[src/rtl/porta_pkg.sv]
// Shared constants and address decode for the port A special-function registers.
package porta_pkg;

  localparam int              PORTA_W    = 5;
  localparam logic [7:0]      ADDR_PORTA = 8'h05;
  localparam logic [7:0]      ADDR_TRISA = 8'h85;
  localparam logic [PORTA_W-1:0] TRISA_RST = 5'h1F;

  typedef enum logic [1:0] {
    SEL_NONE  = 2'd0,
    SEL_PORTA = 2'd1,
    SEL_TRISA = 2'd2
  } reg_sel_e;

  // Map an SFR address onto the register it selects; anything else is unmapped.
  function automatic reg_sel_e decode_addr(input logic [7:0] a);
    reg_sel_e s;
    s = SEL_NONE;
    if (a == ADDR_PORTA) s = SEL_PORTA;
    else if (a == ADDR_TRISA) s = SEL_TRISA;
    return s;
  endfunction

endpackage

[src/rtl/porta_sync.sv]
// Two-flop synchronizer for asynchronous pin levels.
module porta_sync #(
  parameter int W = 5
) (
  input  logic         clk,
  input  logic         rst,
  input  logic [W-1:0] d,
  output logic [W-1:0] q
);

  logic [W-1:0] meta;

  // First stage may go metastable; second stage gives a clean level.
  always_ff @(posedge clk) begin
    if (rst) begin
      meta <= '0;
      q    <= '0;
    end else begin
      meta <= d;
      q    <= meta;
    end
  end

endmodule

[src/rtl/porta_sfr.sv]
// Port A SFR block: PORTA output latch, TRISA direction register, pin read-back
// through a synchronizer, and RA4 edge detection for the timer clock input.
module porta_sfr
  import porta_pkg::*;
(
  input  logic               clk,
  input  logic               rst,
  input  logic [PORTA_W-1:0] pin_in,
  input  logic [7:0]         addr,
  input  logic               wr_en,
  input  logic [7:0]         wr_data,
  input  logic               rd_en,
  output logic [7:0]         rd_data,
  output logic [PORTA_W-1:0] pin_out,
  output logic [PORTA_W-1:0] pin_oe,
  output logic               t0cki_rise,
  output logic               t0cki_fall
);

  reg_sel_e           sel;
  logic               wr_porta;
  logic               wr_trisa;
  logic [PORTA_W-1:0] sync;
  logic [PORTA_W-1:0] latch;
  logic [PORTA_W-1:0] trisa;
  logic [PORTA_W-1:0] latch_nxt;
  logic [PORTA_W-1:0] trisa_nxt;
  logic               prev_ra4;
  logic [1:0]         arm_cnt;
  logic               armed;
  logic               unused_wr_hi;

  // Only the low five bits of a write land anywhere.
  assign unused_wr_hi = ^wr_data[7:5];

  porta_sync #(.W(PORTA_W)) u_sync (
    .clk (clk),
    .rst (rst),
    .d   (pin_in),
    .q   (sync)
  );

  assign sel       = decode_addr(addr);
  assign wr_porta  = wr_en && (sel == SEL_PORTA);
  assign wr_trisa  = wr_en && (sel == SEL_TRISA);
  assign latch_nxt = wr_porta ? wr_data[PORTA_W-1:0] : latch;
  assign trisa_nxt = wr_trisa ? wr_data[PORTA_W-1:0] : trisa;

  // Register state and pin drive; drive is derived from next-state so the pins
  // follow on the same edge as the write. RA4 is open-drain: it can only pull low.
  always_ff @(posedge clk) begin
    if (rst) begin
      latch   <= '0;
      trisa   <= TRISA_RST;
      pin_out <= '0;
      pin_oe  <= '0;
    end else begin
      latch   <= latch_nxt;
      trisa   <= trisa_nxt;
      pin_out <= {1'b0, latch_nxt[3:0]};
      pin_oe  <= {~trisa_nxt[4] & ~latch_nxt[4], ~trisa_nxt[3:0]};
    end
  end

  // Read port samples pre-write values; holds when no read is requested.
  always_ff @(posedge clk) begin
    if (rst) begin
      rd_data <= 8'h00;
    end else if (rd_en) begin
      case (sel)
        SEL_PORTA: rd_data <= {3'b000, sync};
        SEL_TRISA: rd_data <= {3'b000, trisa};
        default:   rd_data <= 8'h00;
      endcase
    end
  end

  // Track previous RA4 and hold off edge detection until the synchronizer
  // pipeline has been refilled after reset.
  always_ff @(posedge clk) begin
    if (rst) begin
      prev_ra4 <= 1'b0;
      arm_cnt  <= 2'd0;
    end else begin
      prev_ra4 <= sync[4];
      if (arm_cnt != 2'd3) arm_cnt <= arm_cnt + 2'd1;
    end
  end

  assign armed      = (arm_cnt == 2'd3) && !rst;
  assign t0cki_rise = armed &  sync[4] & ~prev_ra4;
  assign t0cki_fall = armed & ~sync[4] &  prev_ra4;

endmodule

[config.mk]
export PLATFORM = sky130hd
export DESIGN_NAME = porta_sfr
export DESIGN_NICKNAME = d
export VERILOG_FILES = /design/src/rtl/porta_pkg.sv /design/src/rtl/porta_sync.sv /design/src/rtl/porta_sfr.sv
export SDC_FILE = /design/constraint.sdc
export NUM_CORES = 1
export LEC_CHECK = 0
export ABC_CLOCK_PERIOD_IN_PS = 1500
export CELL_PAD_IN_SITES_DETAIL_PLACEMENT = 2
export CELL_PAD_IN_SITES_GLOBAL_PLACEMENT = 2
export CORE_MARGIN = 8
export CORE_UTILIZATION = 27
export DETAILED_ROUTE_END_ITERATION = 8
export HOLD_SLACK_MARGIN = 0.1
export PLACE_DENSITY = 0.82
export SYNTH_ARGS = -nofsm -noshare
export SYNTH_HDL_FRONTEND = slang
export SYNTH_SLANG_ARGS = --single-unit
[constraint.sdc]
create_clock -name clk -period 1.5 [get_ports clk]
set_input_delay 0.15 -clock clk [delete_from_list [all_inputs] [get_ports clk]]
set_output_delay 0.15 -clock clk [all_outputs]
set_load 0.02 [all_outputs]
==> results of run 1 <==
==> routing by layer <==
metal | share of wire (%) | vias to the layer above | track usage, % | routed length [microns]
met1 | 39 | 546 | 10.6 | 1570
li1 | - | 529 | - | -
met4 | 2.1 | 0 | 4.84 | 87
met3 | 5.4 | 10 | 3.96 | 220
met2 | 54 | 36 | 20.2 | 2180
met5 | 0 | - | 0 | 0
==> worst min path at each step <==
stage	slack, ns	cells past startpoint	end	start
floorplan	0.28	1	u_sync.meta[0]	pin_in[0]
global placement	0.43	1	u_sync.q[0]	u_sync.meta[0]
detailed placement	0.43	1	u_sync.q[2]	u_sync.meta[2]
CTS	0.41	2	u_sync.meta[2]	pin_in[2]
global route	0.41	2	u_sync.meta[0]	pin_in[0]
finish	0.42	2	u_sync.meta[1]	pin_in[1]
==> power by group <==
part           switching, mW  internal [mW]  total, mW
clock                  0.319          0.541      0.860
combinational         0.0925          0.109      0.201
sequential            0.0131          0.903      0.916
==> synth_stat cells <==
master,instances
nor2b_1,11
dfxtp_1,33
mux2_2,5
inv_1,1
mux2i_1,6
and4bb_2,1
a32oi_1,5
a31oi_1,1
nor4b_1,1
and3_1,1
nor4b_4,1
nor3_1,1
nand3_1,2
o31ai_1,5
a21oi_1,5
nor3b_1,1
o21ai_0,1
ha_1,1
conb_1,1
buf_4,8
nor2_1,18
xor2_1,1
or4b_1,1
and3b_1,1
nor4bb_1,1
nand4b_1,5
clkbuf_1,6
buf_6,1
buf_1,2
mux2_4,4
nand4bb_1,1
==> kinds of logic (layout without fill, tap and decap cells) <==
logic type	count (synthesis)	after routing	synth area share [%]
mux	15	15	12.8
buf+inv	18	55	7.62
simple gates	46	46	21.3
xor+xnor	1	1	0.635
compound gates	17	17	8.53
other cells	1	4	0.272
flops	33	33	47.9
fa+ha+maj	1	1	0.907
==> per-stage QoR <==
stage / cells / TNS, ns / cell area, sq um
floorplan: 135 / 0 / 1390
global placement: 234 / -3.50 / 1830
detailed placement: 234 / -4.64 / 1830
CTS: 242 / 0 / 1970
global route: 242 / 0 / 1980
finish: 242 / 0 / 1980
==> worst max-delay path: cells and delay by family <==
kind	cells	cell delay, ns
AOI/OAI and AO/OA	2	0.36
buffers and inverters	1	0.48
and+or+nand+nor	1	0.62
==> what timing repair did <==
action | 4_1_cts | 5_1_grt
pin swaps | 0 | 1
gates resized for setup | 14 | 4
cloned | 0 | 0
endpoints found under the setup margin | 7 | 5
==> area by class of cell <==
type | instances | area, sq um
fill | 555 | 3030
inverter | 1 | 3.75
clock inverter | 1 | 30.0
multi-input combinational | 84 | 661
clock buffer | 7 | 86.3
timing repair buffer | 46 | 452
tap | 70 | 87.6
sequential | 33 | 662
==> metrics.csv, run 1 <==
metric,value,unit
core_area,0.00501,sq mm
hold_buffers,0,
cp_data_arrival_time,1.62,ns
numClockSinks,33,
start_util,27.5,%
cts.clk_slew.worst_paths,0.07,ns
wl,4.07,mm
powerDensity,998,mW/mm^2
wire_per_inst,16.8,microns
setup.worst_path.end,latch[4],
reg2reg_slack,0.45,ns
worst_slack,0.0478,ns
hold_viol,0,
worstSetupPathType,in -> reg,
hold_path_class,in -> reg,
cpPeakStageDelay,0.62,ns
cp-end-kind,flip-flop,
setup_viol,0,
fmax,689,MHz
die_area,0.00765,sq mm
period_share,96.8,%
path_cells,"clkdlybuf4s50_1, or4b_4, o31ai_2, a21oi_1",
r2r-end,arm_cnt[1],
drive_gt1_share,20.9,%
synthTopCellsByArea,"dfxtp_1, nor2b_1, nor2_1",
layout_commonest_cell,clkdlybuf4s50_1,
grt_usage,11.0,%
ys_seq_area_share,47.9,%
synth_area,0.00138,sq mm
skew,0.00838,ns
peakVddDrop,0.516,mV
avgSynthCellArea,10.4,sq um
power.total,1.98,mW
ant_nets,0,
firstDrtPassIters,4,
grt_pass1_vias,1287,
dpl.hpwl,3.19,mm
synth_top_area_share,47.9,%
synth-seq-cells,33,
cts-root-buf,clkbuf_8,
pin_count,45,
diodes,0,
fp.dieH,87.5,microns
final_cell_mix,"clkdlybuf4s50_1, dfxtp_1, nor2_1, nor2b_1, buf_4",
drc_errors,0,
gp_congestion,0.767,
rsz0062_at_grt,no,
finish.net_count,197,
die_w,87.5,microns
cts_max_level,2,
cts_buffer_depth,2,
start_kind,input pin,
grt_antenna_before_repair,0,
path_max_fanout,6,
worstPathRequired,1.66,ns
numPortBuffers,37,
status,finished clean,
cts_tree,done,
worstSetupStartpoint,addr[6],
leakagePower,0.717,nW
vias_per_cell,4.63,
rows,26,
vias,1121,
drv_cap,0,
min_period,1.45,ns
finalHoldWorstSlack,0.419,ns
place_worst_setup_slack,-0.351,ns
yosysTopAreaCell,dfxtp_1,
drt_iter0_drc,14,
ys_types,31,
post_cts_buffers,0,
syn_to_final_growth,43.7,%
reg2reg_depth,4,
ys.warnings.count,0,
synthCells,132,
timing.rr.start,arm_cnt[0],
grt_pass1_wl,6.41,mm
clk_latency,0.29,ns
grt_max_degree,27,
grt-ovfl-total,0,
slew_viol_final,0,
cp_slowest_cell,or4b_4,
final_util,39.6,%
cts_made_buffers,5,
Note: power is estimated with default switching activity, not from simulation.
==> inputs of run 2 (changes only) <==
CORE_MARGIN = 5   (was 8)
CTS_CLUSTER_SIZE = 40   (was not set)
==> run 2 against run 1 <==
  * Worst hold slack got worse by 0.00066 ns
  * Setup slack improved by 0.019 ns
  * Sequential share of layout area rose by 0.87 points
  * Clock skew fell by 0.0014 ns
  * Combinational power barely moved
  * Register-to-register slack improved by 0.02 ns
  * Utilization fell by 1.3 points
  * Cell count rose by 0.83%
  * Wire length fell by 6.3%
  * Clock-buffer cell count did not move
  * Critical path type unchanged
  * Critical endpoint unchanged
  * Largest cell class unchanged
==> metrics.csv, run 2 (same netlist as run 1, synthesis figures left out) <==
metric,value,unit
status,finished clean,
drive_gt1_share,19.0,%
reg2reg_depth,3,
cts-root-buf,clkbuf_8,
cts_tree,done,
wire_per_inst,15.6,microns
powerDensity,931,mW/mm^2
worstSetupStartpoint,addr[6],
slew_viol_final,0,
period_share,95.5,%
die_w,81.5,microns
hold_viol,0,
core_area,0.00504,sq mm
grt-ovfl-total,0,
r2r-end,rd_data[4],
gp_congestion,0.776,
seq_area,661,sq um
cp_data_arrival_time,1.60,ns
grt_pass1_wl,6.22,mm
fp.dieH,81.5,microns
grt_pass1_vias,1227,
multi_input_area,634,sq um
rows,26,
start_kind,input pin,
drc_errors,0,
peakVddDrop,0.367,mV
cts_made_buffers,5,
vias,1129,
clk_latency,0.29,ns
grt_max_degree,27,
skew,0.00701,ns
firstDrtPassIters,4,
place_worst_setup_slack,-0.313,ns
worstPathRequired,1.67,ns
wl,3.81,mm
dpl.hpwl,2.95,mm
ant_nets,0,
cts_buffer_depth,2,
cts_max_level,2,
diodes,0,
grt_usage,12.4,%
worstSetupPathType,in -> reg,
fmax,698,MHz
pin_count,45,
path_max_fanout,6,
cp-end-kind,flip-flop,
syn_to_final_growth,39.8,%
worst_slack,0.0670,ns
start_util,27.3,%
leakagePower,0.727,nW
min_period,1.43,ns
drt_iter0_drc,50,
reg2reg_slack,0.47,ns
cts.clk_slew.worst_paths,0.07,ns
setup.worst_path.end,latch[4],
final_cell_mix,"dfxtp_1, clkdlybuf4s50_1, nor2_1, buf_4, nor2b_1",
finalHoldWorstSlack,0.419,ns
numClockSinks,33,
grt_antenna_before_repair,0,
timing.rr.start,trisa[4],
hold_path_class,in -> reg,
nFillCells,544,
vias_per_cell,4.63,
die_area,0.00664,sq mm
rsz0062_at_grt,no,
finish.net_count,200,
setup_viol,0,
numPortBuffers,37,
drv_cap,0,
[run 2: final cells by class]
cell class              instances  share of cell area, %
well taps                      70                   4.54
inverters                       1                  0.195
repair buffers                 49                   23.6
multi-input cells              84                   32.9
clock buffers                   7                   4.48
flip-flops and latches         33                   34.3
[run 2: per-layer routing]
metal / global-route usage [%] / part of all wire, % / wire, microns
met1: 14.4 / 41 / 1570
met2: 20.5 / 50 / 1890
met3: 5.04 / 7.9 / 300
met4: 4.56 / 1.3 / 51
met5: 0 / 0 / 0
[run 2: power by group]
| part | total, mW | internal (mW) | switching (mW) |
|---|---|---|---|
| clock network | 0.679 | 0.364 | 0.315 |
| registers | 0.913 | 0.903 | 0.0103 |
| logic | 0.202 | 0.112 | 0.0904 |
| total | 1.79 | 1.38 | 0.416 |
[run 2: what timing repair did]
action / in CTS / in global routing
buffers inserted: 0 / 0
endpoints found under the hold margin: 0 / 0
setup endpoints to repair: 2 / 11
cloned: 0 / 0
resized for setup: 6 / 6
hold buffers: 0 / 0
pin swaps: 0 / 1
[run 2: worst max-delay path, cell delays in order]
cell and delay [ns]:
clkdlybuf4s50_1 0.49, or4b_4 0.61, o31ai_1 0.24, a21oi_1 0.11
[run 2: how the worst min path moves through the flow]
stage / to / startpoint / slack (ns) / cells after the start
floorplan: u_sync.meta[0] / pin_in[0] / 0.28 / 1
global placement: u_sync.q[1] / u_sync.meta[1] / 0.43 / 1
detailed placement: u_sync.q[2] / u_sync.meta[2] / 0.43 / 1
CTS: u_sync.meta[4] / pin_in[4] / 0.41 / 2
global route: u_sync.meta[3] / pin_in[3] / 0.43 / 2
finish: u_sync.meta[2] / pin_in[2] / 0.42 / 2
[run 2: stage by stage]
stage / cells / setup TNS [ns] / instance area [sq um] / power, mW / utilization, %
finish: 244 / 0 / 1930 / 1.79 / 38.2
global route: 244 / 0 / 1930 / 1.88 / 38.2
CTS: 244 / 0 / 1920 / 1.82 / 38.0
detailed placement: 237 / -4.88 / 1840 / 1.14 / 36.4
global placement: 237 / -3.50 / 1840 / 1.12 / 36.4
floorplan: 135 / 0 / 1390 / 1.03 / -
==> inputs of run 3 (changes only) <==
CORE_MARGIN = 2   (was 5)
==> run 3 against run 2 <==
  * Worst hold slack better by 0.0023 ns
  * Sequential share of layout area is 1.4 points lower
  * Register-to-register slack about the same
  * Die area fell by 14%
  * Clock power down 6.2%
  * Sequential cell count unchanged
  * First-iteration DRC count down 48%
  * Wire length decreased by 0.29%
  * Clock skew is 0.0028 ns lower
  * Clock-buffer cell count decreased by 1
  * Critical path type is now reg -> out
  * Highest routed layer unchanged
==> metrics.csv, run 3 (same netlist as run 1, synthesis figures left out) <==
metric,value,unit
status,finished clean,
path_buf_inv,1,
grt_pass1_wl,5.75,mm
grt_pass1_vias,1167,
cts.clk_slew.worst_paths,0.06,ns
reg2reg_slack,0.47,ns
vias,1135,
finish.net_count,202,
numPortBuffers,37,
numClockSinks,33,
layout_commonest_cell,dfxtp_1,
grt_usage,14.0,%
period_share,95.4,%
min_period,1.43,ns
diodes,0,
drt_iter0_drc,26,
cts_buffer_depth,2,
worstSetupPathType,reg -> out,
setup.worst_path.end,pin_out[3],
peakVddDrop,0.305,mV
firstDrtPassIters,2,
drv_cap,0,
reg2reg_depth,4,
cts_max_level,2,
cp-end-kind,output pin,
r2r-end,arm_cnt[1],
cpPeakStageDelay,0.63,ns
gp_congestion,0.780,
core_area,0.00501,sq mm
cp_slowest_cell,clkdlybuf4s50_1,
rsz0062_at_grt,yes,
drc_errors,0,
cp_data_arrival_time,1.28,ns
clk_latency,0.28,ns
start_util,27.5,%
hold_path_class,in -> reg,
powerDensity,879,mW/mm^2
final_util,40.1,%
grt_max_degree,23,
ant_nets,0,
hold_viol,0,
path_max_fanout,2,
path_cells,clkdlybuf4s50_1,
grt-ovfl-total,0,
leakagePower,0.745,nW
worstSetupStartpoint,latch[3],
die_w,75.5,microns
start_kind,flip-flop,
skew,0.00417,ns
drive_gt1_share,22.6,%
grt_antenna_before_repair,0,
fmax,699,MHz
slew_viol_final,0,
fin_setup_tns,0,ns
vias_per_cell,4.60,
syn_to_final_growth,45.6,%
nFillCells,554,
wl,3.80,mm
cp_num_cells,1,
worstPathRequired,1.35,ns
wire_per_inst,15.4,microns
cts_made_buffers,5,
die_area,0.00569,sq mm
final_cell_mix,"dfxtp_1, clkdlybuf4s50_1, nor2_1, buf_4, nor2b_1",
cts-root-buf,clkbuf_8,
timing.rr.start,arm_cnt[0],
dpl.hpwl,2.88,mm
cts_tree,done,
rows,26,
setup_viol,0,
pin_count,45,
crit_family,buffers and inverters,
fp.dieH,75.5,microns
-- run 3: stage by stage --
stage          std cells  hold WS (ns)  total power [mW]  cell area, sq um  worst slack [ns]
6_report             247         0.421              1.77              2010            0.0685
3_3_place_gp         238         0.430              1.12              1860            -0.340
5_1_grt              247         0.411              1.86              2010           -0.0165
2_1_floorplan        135         0.278              1.03              1390             0.113
4_1_cts              247         0.412              1.79              1970           0.00268
3_5_place_dp         238         0.439              1.14              1860            -0.465
-- run 3: report_power, final --
part           total, mW  internal, mW  leakage (nW)  switching [mW]
combinational      0.213         0.114         0.431          0.0984
clock              0.637         0.321        0.0450           0.316
sequential         0.916         0.903         0.269          0.0131
-- run 3: cell type report --
cell class / instances / area (sq um) / share of cell area [%]
Clock buffer: 6 / 72.6 / 3.61
Clock inverter: 2 / 10.0 / 0.498
Timing Repair Buffer: 51 / 484 / 24.1
Tap cell: 70 / 87.6 / 4.36
Multi-Input combinational cell: 84 / 689 / 34.3
Inverter: 1 / 3.75 / 0.187
Sequential cell: 33 / 661 / 32.9
-- run 3: worst min-delay path by stage --
stage                         startpoint             end  cells after the start
after CTS                      pin_in[2]  u_sync.meta[2]                      2
final                          pin_in[2]  u_sync.meta[2]                      2
after floorplan                pin_in[0]  u_sync.meta[0]                      1
after global placement    u_sync.meta[0]     u_sync.q[0]                      1
after detailed placement  u_sync.meta[0]     u_sync.q[0]                      1
after global routing           pin_in[2]  u_sync.meta[2]                      2
-- run 3: what timing repair did --
| action | CTS | global route |
|---|---|---|
| setup buffers | 1 | 0 |
| resized for setup | 13 | 9 |
| setup endpoints to repair | 14 | 11 |
| pin swaps | 1 | 1 |
| hold buffers | 0 | 0 |
-- run 3: layer usage --
layer	global-route usage (%)	vias to the layer above	share of wire, %
li1	-	541	-
met1	14.2	556	38
met2	26.4	34	55
met3	5.16	4	6.2
met4	4.68	0	0.68
met5	0	-	0
-- run 3: worst register-to-register path: cells and delay by family, from the launching register on --
kind | cells | cell delay (ns)
flops | 1 | 0.35
fa+ha+maj | 1 | 0.21
mux | 1 | 0.18
buf+inv | 1 | 0.14
simple gates | 1 | 0.05
